File: src/rtl/seven_segment_capture_if.sv
// seven_segment_capture_if
//   Bundles the looped-back display bus and the decoded results of
//   seven_segment_capture.
//   Ports (signals):
//     seg_n       [6:0]          active-low segments, bit0=a .. bit5=f, bit6=g
//     an_n        [NDIGITS-1:0]  active-low digit select
//     digits      [4*NDIGITS-1:0] captured nibbles, digit i at [4i+3:4i]
//     digit_valid [NDIGITS-1:0]  digit i holds a decoded value
//     upd / upd_idx              one-cycle write pulse and written digit index
//     bad / err                  decode-failure pulse and its sticky flag
//   Modports:
//     master - drives the display bus, observes the results
//     slave  - the capture block: observes the bus, drives the results
interface seven_segment_capture_if #(
  parameter int NDIGITS = 4
);
  logic [6:0]           seg_n;
  logic [NDIGITS-1:0]   an_n;
  logic [4*NDIGITS-1:0] digits;
  logic [NDIGITS-1:0]   digit_valid;
  logic                 upd;
  logic [2:0]           upd_idx;
  logic                 bad;
  logic                 err;

  modport master (
    output seg_n, an_n,
    input  digits, digit_valid, upd, upd_idx, bad, err
  );

  modport slave (
    input  seg_n, an_n,
    output digits, digit_valid, upd, upd_idx, bad, err
  );
endinterface

File: src/rtl/seven_segment_capture.sv
// seven_segment_capture
//   Watches a multiplexed active-low seven-segment bus and rebuilds the hex
//   value shown on each digit. A pattern is decoded only once the sampled
//   {an_n, seg_n} word has been identical for STABLE_CYCLES samples, which
//   rejects scan transitions and ghosting. One capture per stable window.
//   Ports:
//     clk    rising-edge clock
//     reset  asynchronous active-high reset
//     bus    seven_segment_capture_if.slave (seg_n/an_n in, results out)
//   Parameters:
//     NDIGITS        number of multiplexed digits (1..8)
//     STABLE_CYCLES  identical samples required before capture (2..255)
//   Build option:
//     SEVENSEG_CAPTURE_SYNC_EN  when defined, the inputs pass through a
//     two-flop synchronizer (one extra cycle of latency); otherwise they are
//     registered once and assumed synchronous to clk.
module seven_segment_capture #(
  parameter int NDIGITS       = 4,
  parameter int STABLE_CYCLES = 4
) (
  input logic                    clk,
  input logic                    reset,
  seven_segment_capture_if.slave bus
);

  localparam int W = NDIGITS + 7;
`ifdef SEVENSEG_CAPTURE_SYNC_EN
  localparam int S = 2;
`else
  localparam int S = 1;
`endif
  localparam logic [7:0] STABLE = 8'(STABLE_CYCLES);
  localparam logic [7:0] LAST   = 8'(STABLE_CYCLES - 1);

  typedef enum logic [1:0] {IDLE, SETTLE, HELD} state_t;

  logic [S-1:0][W-1:0] stage_reg;
  logic [W-1:0]        smp;
  logic [W-1:0]        prev_reg;
  state_t              state_reg;
  logic [7:0]          cnt_reg;
  logic [7:0]          cnt_inc;
  logic [NDIGITS-1:0]  sel;
  logic                sel_onehot;
  logic [2:0]          sel_idx;
  logic                same;
  logic [4:0]          dec;
  logic                cap_fire;
  logic                cap_hit;
  logic                upd_reg;
  logic                bad_reg;
  logic                err_reg;
  logic [2:0]          upd_idx_reg;

  // Returns {hit, nibble} for a true-high segment pattern.
  function automatic logic [4:0] decode(input logic [6:0] p);
    case (p)
      7'h3F:   return {1'b1, 4'h0};
      7'h06:   return {1'b1, 4'h1};
      7'h5B:   return {1'b1, 4'h2};
      7'h4F:   return {1'b1, 4'h3};
      7'h66:   return {1'b1, 4'h4};
      7'h6D:   return {1'b1, 4'h5};
      7'h7D:   return {1'b1, 4'h6};
      7'h07:   return {1'b1, 4'h7};
      7'h7F:   return {1'b1, 4'h8};
      7'h67:   return {1'b1, 4'h9};
      7'h77:   return {1'b1, 4'hA};
      7'h7C:   return {1'b1, 4'hB};
      7'h39:   return {1'b1, 4'hC};
      7'h5E:   return {1'b1, 4'hD};
      7'h79:   return {1'b1, 4'hE};
      7'h71:   return {1'b1, 4'hF};
      default: return 5'b0;
    endcase
  endfunction

  // Input staging; reset loads all-ones so nothing appears selected.
  always_ff @(posedge clk or posedge reset) begin
    if (reset) begin
      stage_reg <= '1;
    end else begin
      stage_reg[0] <= {bus.an_n, bus.seg_n};
      for (int i = 1; i < S; i++) begin
        stage_reg[i] <= stage_reg[i-1];
      end
    end
  end

  assign smp        = stage_reg[S-1];
  assign sel        = ~smp[W-1:7];
  assign sel_onehot = (sel != '0) && ((sel & (sel - NDIGITS'(1))) == '0);
  assign same       = (smp == prev_reg);
  assign cnt_inc    = (cnt_reg == STABLE) ? cnt_reg : cnt_reg + 8'd1;
  assign dec        = decode(~smp[6:0]);
  assign cap_hit    = dec[4];

  always_comb begin
    sel_idx = '0;
    for (int i = 0; i < NDIGITS; i++) begin
      if (sel[i]) sel_idx = 3'(i);
    end
  end

  // cnt_inc reaching STABLE_CYCLES-1 means the current sample is the
  // STABLE_CYCLES-th identical one. A change on this edge makes same=0,
  // so a change always beats a capture.
  assign cap_fire = sel_onehot && same && (state_reg == SETTLE) && (cnt_inc == LAST);

  always_ff @(posedge clk or posedge reset) begin
    if (reset) begin
      prev_reg    <= '1;
      state_reg   <= IDLE;
      cnt_reg     <= '0;
      upd_reg     <= 1'b0;
      bad_reg     <= 1'b0;
      err_reg     <= 1'b0;
      upd_idx_reg <= '0;
    end else begin
      prev_reg <= smp;
      upd_reg  <= 1'b0;
      bad_reg  <= 1'b0;
      if (!sel_onehot) begin
        state_reg <= IDLE;
        cnt_reg   <= '0;
      end else if (!same) begin
        state_reg <= SETTLE;
        cnt_reg   <= '0;
      end else begin
        cnt_reg <= cnt_inc;
        case (state_reg)
          IDLE:   state_reg <= SETTLE;
          SETTLE: begin
            if (cap_fire) begin
              state_reg <= HELD;
              upd_reg   <= cap_hit;
              bad_reg   <= !cap_hit;
              err_reg   <= err_reg | !cap_hit;
              if (cap_hit) upd_idx_reg <= sel_idx;
            end
          end
          HELD:    state_reg <= HELD;
          default: state_reg <= IDLE;
        endcase
      end
    end
  end

  // Per-digit storage. A failed decode keeps the old nibble but drops valid.
  genvar gi;
  generate
    for (gi = 0; gi < NDIGITS; gi++) begin : g_digit
      logic [3:0] nib_reg;
      logic       valid_reg;

      always_ff @(posedge clk or posedge reset) begin
        if (reset) begin
          nib_reg   <= '0;
          valid_reg <= 1'b0;
        end else if (cap_fire && (sel_idx == 3'(gi))) begin
          valid_reg <= cap_hit;
          if (cap_hit) nib_reg <= dec[3:0];
        end
      end

      assign bus.digits[4*gi +: 4] = nib_reg;
      assign bus.digit_valid[gi]   = valid_reg;
    end
  endgenerate

  assign bus.upd     = upd_reg;
  assign bus.upd_idx = upd_idx_reg;
  assign bus.bad     = bad_reg;
  assign bus.err     = err_reg;

endmodule

File: src/flat_wrapper.sv
// flat-port wrapper written by rule: the top's interface ports become plain ports
module seven_segment_capture_flat 
#(
  parameter int NDIGITS       = 4,
  parameter int STABLE_CYCLES = 4
)
  (clk, reset, bus_seg_n, bus_an_n, bus_digits, bus_digit_valid, bus_upd, bus_upd_idx, bus_bad, bus_err);
  seven_segment_capture_if #(.NDIGITS(NDIGITS)) bus_i ();
  input logic clk;
  input logic reset;
  input wire logic [$bits(bus_i.seg_n)-1:0] bus_seg_n;
  input wire logic [$bits(bus_i.an_n)-1:0] bus_an_n;
  output wire logic [$bits(bus_i.digits)-1:0] bus_digits;
  output wire logic [$bits(bus_i.digit_valid)-1:0] bus_digit_valid;
  output wire logic [$bits(bus_i.upd)-1:0] bus_upd;
  output wire logic [$bits(bus_i.upd_idx)-1:0] bus_upd_idx;
  output wire logic [$bits(bus_i.bad)-1:0] bus_bad;
  output wire logic [$bits(bus_i.err)-1:0] bus_err;
  assign bus_i.seg_n = bus_seg_n;
  assign bus_i.an_n = bus_an_n;
  assign bus_digits = bus_i.digits;
  assign bus_digit_valid = bus_i.digit_valid;
  assign bus_upd = bus_i.upd;
  assign bus_upd_idx = bus_i.upd_idx;
  assign bus_bad = bus_i.bad;
  assign bus_err = bus_i.err;
  seven_segment_capture #(.NDIGITS(NDIGITS), .STABLE_CYCLES(STABLE_CYCLES)) u_core (.clk(clk), .reset(reset), .bus(bus_i));
endmodule
File: config.mk
export PLATFORM = sky130hd
export DESIGN_NAME = seven_segment_capture_flat
export DESIGN_NICKNAME = d
export VERILOG_FILES = /design/src/rtl/seven_segment_capture_if.sv /design/src/rtl/seven_segment_capture.sv /design/src/flat_wrapper.sv
export SDC_FILE = /design/constraint.sdc
export NUM_CORES = 1
export LEC_CHECK = 0
export CAP_MARGIN = 20
export CORE_AREA = 2 2 74 76
export DETAILED_ROUTE_END_ITERATION = 10
export DIE_AREA = 0 0 76 78
export PLACE_DENSITY = 0.82
export SETUP_SLACK_MARGIN = 0.02
export SLEW_MARGIN = 40
export SYNTH_ARGS = -nofsm -noshare
export SYNTH_HDL_FRONTEND = slang
export SYNTH_SLANG_ARGS = --single-unit
File: constraint.sdc
create_clock -name clk -period 6.5 [get_ports clk]
set_input_delay 1.3 -clock clk [delete_from_list [all_inputs] [get_ports clk]]
set_output_delay 1.3 -clock clk [all_outputs]
set_load 0.03 [all_outputs]
==> results.md <==
- Status: finished, final reports clean
- Leading cell types in the layout, fill and taps excluded: clkdlybuf4s50_1, dfrtp_1, dfstp_2, nor2_1, xor2_1
- Worst Path Max Fanout: 15
- Most common cell after layout, fill and taps aside: clkdlybuf4s50_1
- Area growth syn-to-layout: 17.8%
- Slowest cell delay on critical path: 0.71 ns
- Worst Hold Endpoint: u_core.prev_reg[7]$_DFF_PP1_
- Startpoint of the most critical hold path: u_core.smp[7]$_DFF_PP1_
- Total number of vias: 1973
- Origin of the critical flop-to-flop path: u_core.smp[3]$_DFF_PP1_
- Power Density: 220 mW/mm²
- Slowest stage cell, crit path: dfstp_2
- Largest net degree at the start of global routing: 58
- Std cell rows: 26
- RR Endpoint: u_core.g_digit[3].valid_reg$_DFFE_PP0P_
- Clock buffer count from CTS: 9
- Most used flip-flop cell after synthesis: dfrtp_1
- Die boundary height: 78 µm
- Max-cap violation count: 0
- Routed Wire Length: 5650 µm
- Total number of clock tree sinks: 57
- Clock network power share: 43.6%
- Data arrival, critical path: 3.00 ns
- Sum of buffers and inverters on the critical path: 2
- Library cell with the largest summed area after synthesis: dfrtp_1
- Final setup viols: 0
- Number of global-route vias before repair: 1965
- Sequential cell area fraction in the yosys report: 49.5%
- Type of the worst setup path: reg2reg
- Synthesized net count: 270
- Unrepaired setup endpoints after global routing: false
- Total overflow reported by the global router: 0
- Ratio of routed vias to standard cells: 5.56
- Reported net switching power: 0.175 mW
- Cell area after synthesis: 0.00294 mm²
- DRC errors left: 0
- Initial DRC count: 157
- Setup slack of the worst register-to-register path: 3.73 ns
- Timing-limited maximum frequency: 0.361 GHz
- Total core area: 0.00504 mm²
- Diode count: 0
- Combinational share of power: 6.0%
- Worst-margin pin slew: 0.709 ns
- Clock transition at the registers of the reported paths: 0.06 ns
- Placer congestion estimate: 0.779
- H-Tree Level Count: 3
- Yosys warns: 0
- Number of detailed-route iterations in the first pass: 4
- Maximum VDD drop: 0.205 mV
- Post-layout min period: 2.77 ns
- Post-DP HPWL: 3830 µm
- Type of origin of the critical path: flop
- Slew HR: 52.7%
- Number of flip-flops in the largest register: 16
- Cells resized by post-CTS repair: 0
- Chip width: 76 µm
- Cell count of the worst hold path: 0
- Top Family by Delay on Critical Path: flip-flops
- Final net count: 298
- Fraction of registers with async set or reset after synthesis: 100%
- Global-route wire length before repair: 9510 µm
- Leakage component of the power: 1.47 nW
- Critical-path cell list: inv_1 -> a32o_1 -> a211oi_2 -> and3_1 -> inv_1 -> mux2_2
- Final hold viol count: 0
- Design internal power: 0.586 mW
- Tightest Hold Check Type: reg2reg
- Skew-Pair Late Insertion Delay: 0.35 ns
- Instance count of the mapped netlist: 252
- Starting utilization of the core area: 58.2%
- Count of pins over their slew limit: 0
- Utilization after layout: 68.6%
- Reg power frac: 50.4%
- Count of hold-fix buffers inserted at cts: 0
- Endpoint type of the worst setup path: flop
- Tot GR Track Use: 20.9%
- Die Area: 0.00593 mm²
- Total setup buffers inserted after CTS: 0
- Fraction of layout instances using a drive strength above 1: 24.9%
- Unique masters post-synth: 61
- Number of fillers in the final layout: 371
- Number of enable flip-flop cells after synthesis: 0
- WL/cell: 15.9 µm
- Number of top-level design ports: 39
- Required time of the critical path: 6.73 ns
- Clock tree from TritonCTS: built
- Number of antenna violations at the first check in global routing: 0
- Most frequent CP cell: inv_1
- WP depth: 6
- Count of state elements after synthesis: 57
- Fin crit share: 42.6%
- Count of nets left with antenna violations after detail routing: 0
- Avg Inst Size Synth: 11.7 µm²
- Main area contributors after synthesis: dfrtp_1, dfstp_2, xor2_1
- Post-Route Skew: 0.00738 ns
- Worst hold slack after final layout: 0.394 ns
- Synth top area share: 29.8%
- Fraction of power spent switching nets: 23.0%
- Maximum number of buffers from clock root to sink: 2
- Clk Tree Root Cell: clkbuf_8
- Port buffer count: 37
- Worst-case reg-to-reg path depth: 6
- Sum of negative setup slack: 0 ns
==> synth_stat cells (all sizes together) (3+ instances only) <==
library cell / count
xor2: 15
nand3: 7
o41ai: 4
nor4: 7
or2: 3
a21oi: 6
nand2: 10
dfstp: 22
nor2: 15
inv: 13
nor3: 11
mux2: 16
buf: 18
nand4: 3
and3: 4
o31ai: 4
xnor2: 8
dfrtp: 35
ha: 5
o21ai: 8
clkbuf: 3
and2: 3
==> layer usage <==
layer / up-vias / track usage, % / share of wire, %
met5: - / 0 / 0
met3: 16 / 4.42 / 4.8
met2: 62 / 32.4 / 47
li1: 945 / - / -
met1: 950 / 27.0 / 45
met4: 0 / 13.3 / 2.9
==> per-stage QoR <==
stage               instance area, µm²  power, mW  cells  worst slack [ns]
CTS                               3460      0.767    355              3.77
global route                      3460      0.790    355              3.53
finish                            3460      0.761    355              3.73
floorplan                         2940      0.421    252              3.84
global placement                  3260      0.433    339              3.82
detailed placement                3260      0.435    339              3.77
==> power groups by stage <==
stage	logic, mW	clock network, mW	registers [mW]
2_1_floorplan	0.0427	0	0.378
3_5_place_dp	0.0456	0	0.389
6_report	0.0458	0.332	0.384
4_1_cts	0.0464	0.337	0.383
5_1_grt	0.0508	0.354	0.385
3_3_place_gp	0.0446	0	0.388
==> cell families after synthesis <==
kind of cell / Yosys count / share of synthesized area (%)
buffers and inverters: 34 / 6.48
XOR/XNOR: 23 / 7.12
adder cells (fa/ha/maj): 5 / 2.13
flip-flops: 57 / 49.5
AND/OR/NAND/NOR: 75 / 17.6
multiplexers: 18 / 7.07
other: 1 / 0.128
AO/OA/AOI/OAI: 39 / 10.0
==> how the worst max path moves through the flow <==
| stage | to | from | slack [ns] |
|---|---|---|---|
| 6_report | u_core.g_digit[3].valid_reg$_DFFE_PP0P_ | u_core.smp[3]$_DFF_PP1_ | 3.73 |
| 3_3_place_gp | u_core.g_digit[2].valid_reg$_DFFE_PP0P_ | u_core.smp[0]$_DFF_PP1_ | 3.82 |
| 3_5_place_dp | u_core.g_digit[2].valid_reg$_DFFE_PP0P_ | u_core.smp[3]$_DFF_PP1_ | 3.77 |
| 4_1_cts | u_core.g_digit[3].valid_reg$_DFFE_PP0P_ | u_core.smp[3]$_DFF_PP1_ | 3.77 |
| 5_1_grt | u_core.g_digit[3].valid_reg$_DFFE_PP0P_ | u_core.smp[3]$_DFF_PP1_ | 3.53 |
| 2_1_floorplan | u_core.bus.bad$_DFF_PP0_ | reset | 3.84 |
==> worst reg2reg max path: cells and delay by family, from the launching register on <==
kind / cells / cell delay [ns]
AOI/OAI and AO/OA: 2 / 0.61
muxes: 1 / 0.32
buffers and inverters: 2 / 0.34
DFF: 1 / 0.71
and+or+nand+nor: 1 / 0.69
==> final cells by class <==
cell class	count	area (µm²)	share of cell area, %
Multi-Input combinational cell	161	1290	37.4
Clock buffer	13	159	4.59
Timing Repair Buffer	38	378	10.9
Inverter	13	48.8	1.41
Clock inverter	3	40.0	1.16
Tap cell	70	87.6	2.53
Sequential cell	57	1450	42.0
No activity file was read; power rests on OpenSTA's default activity.
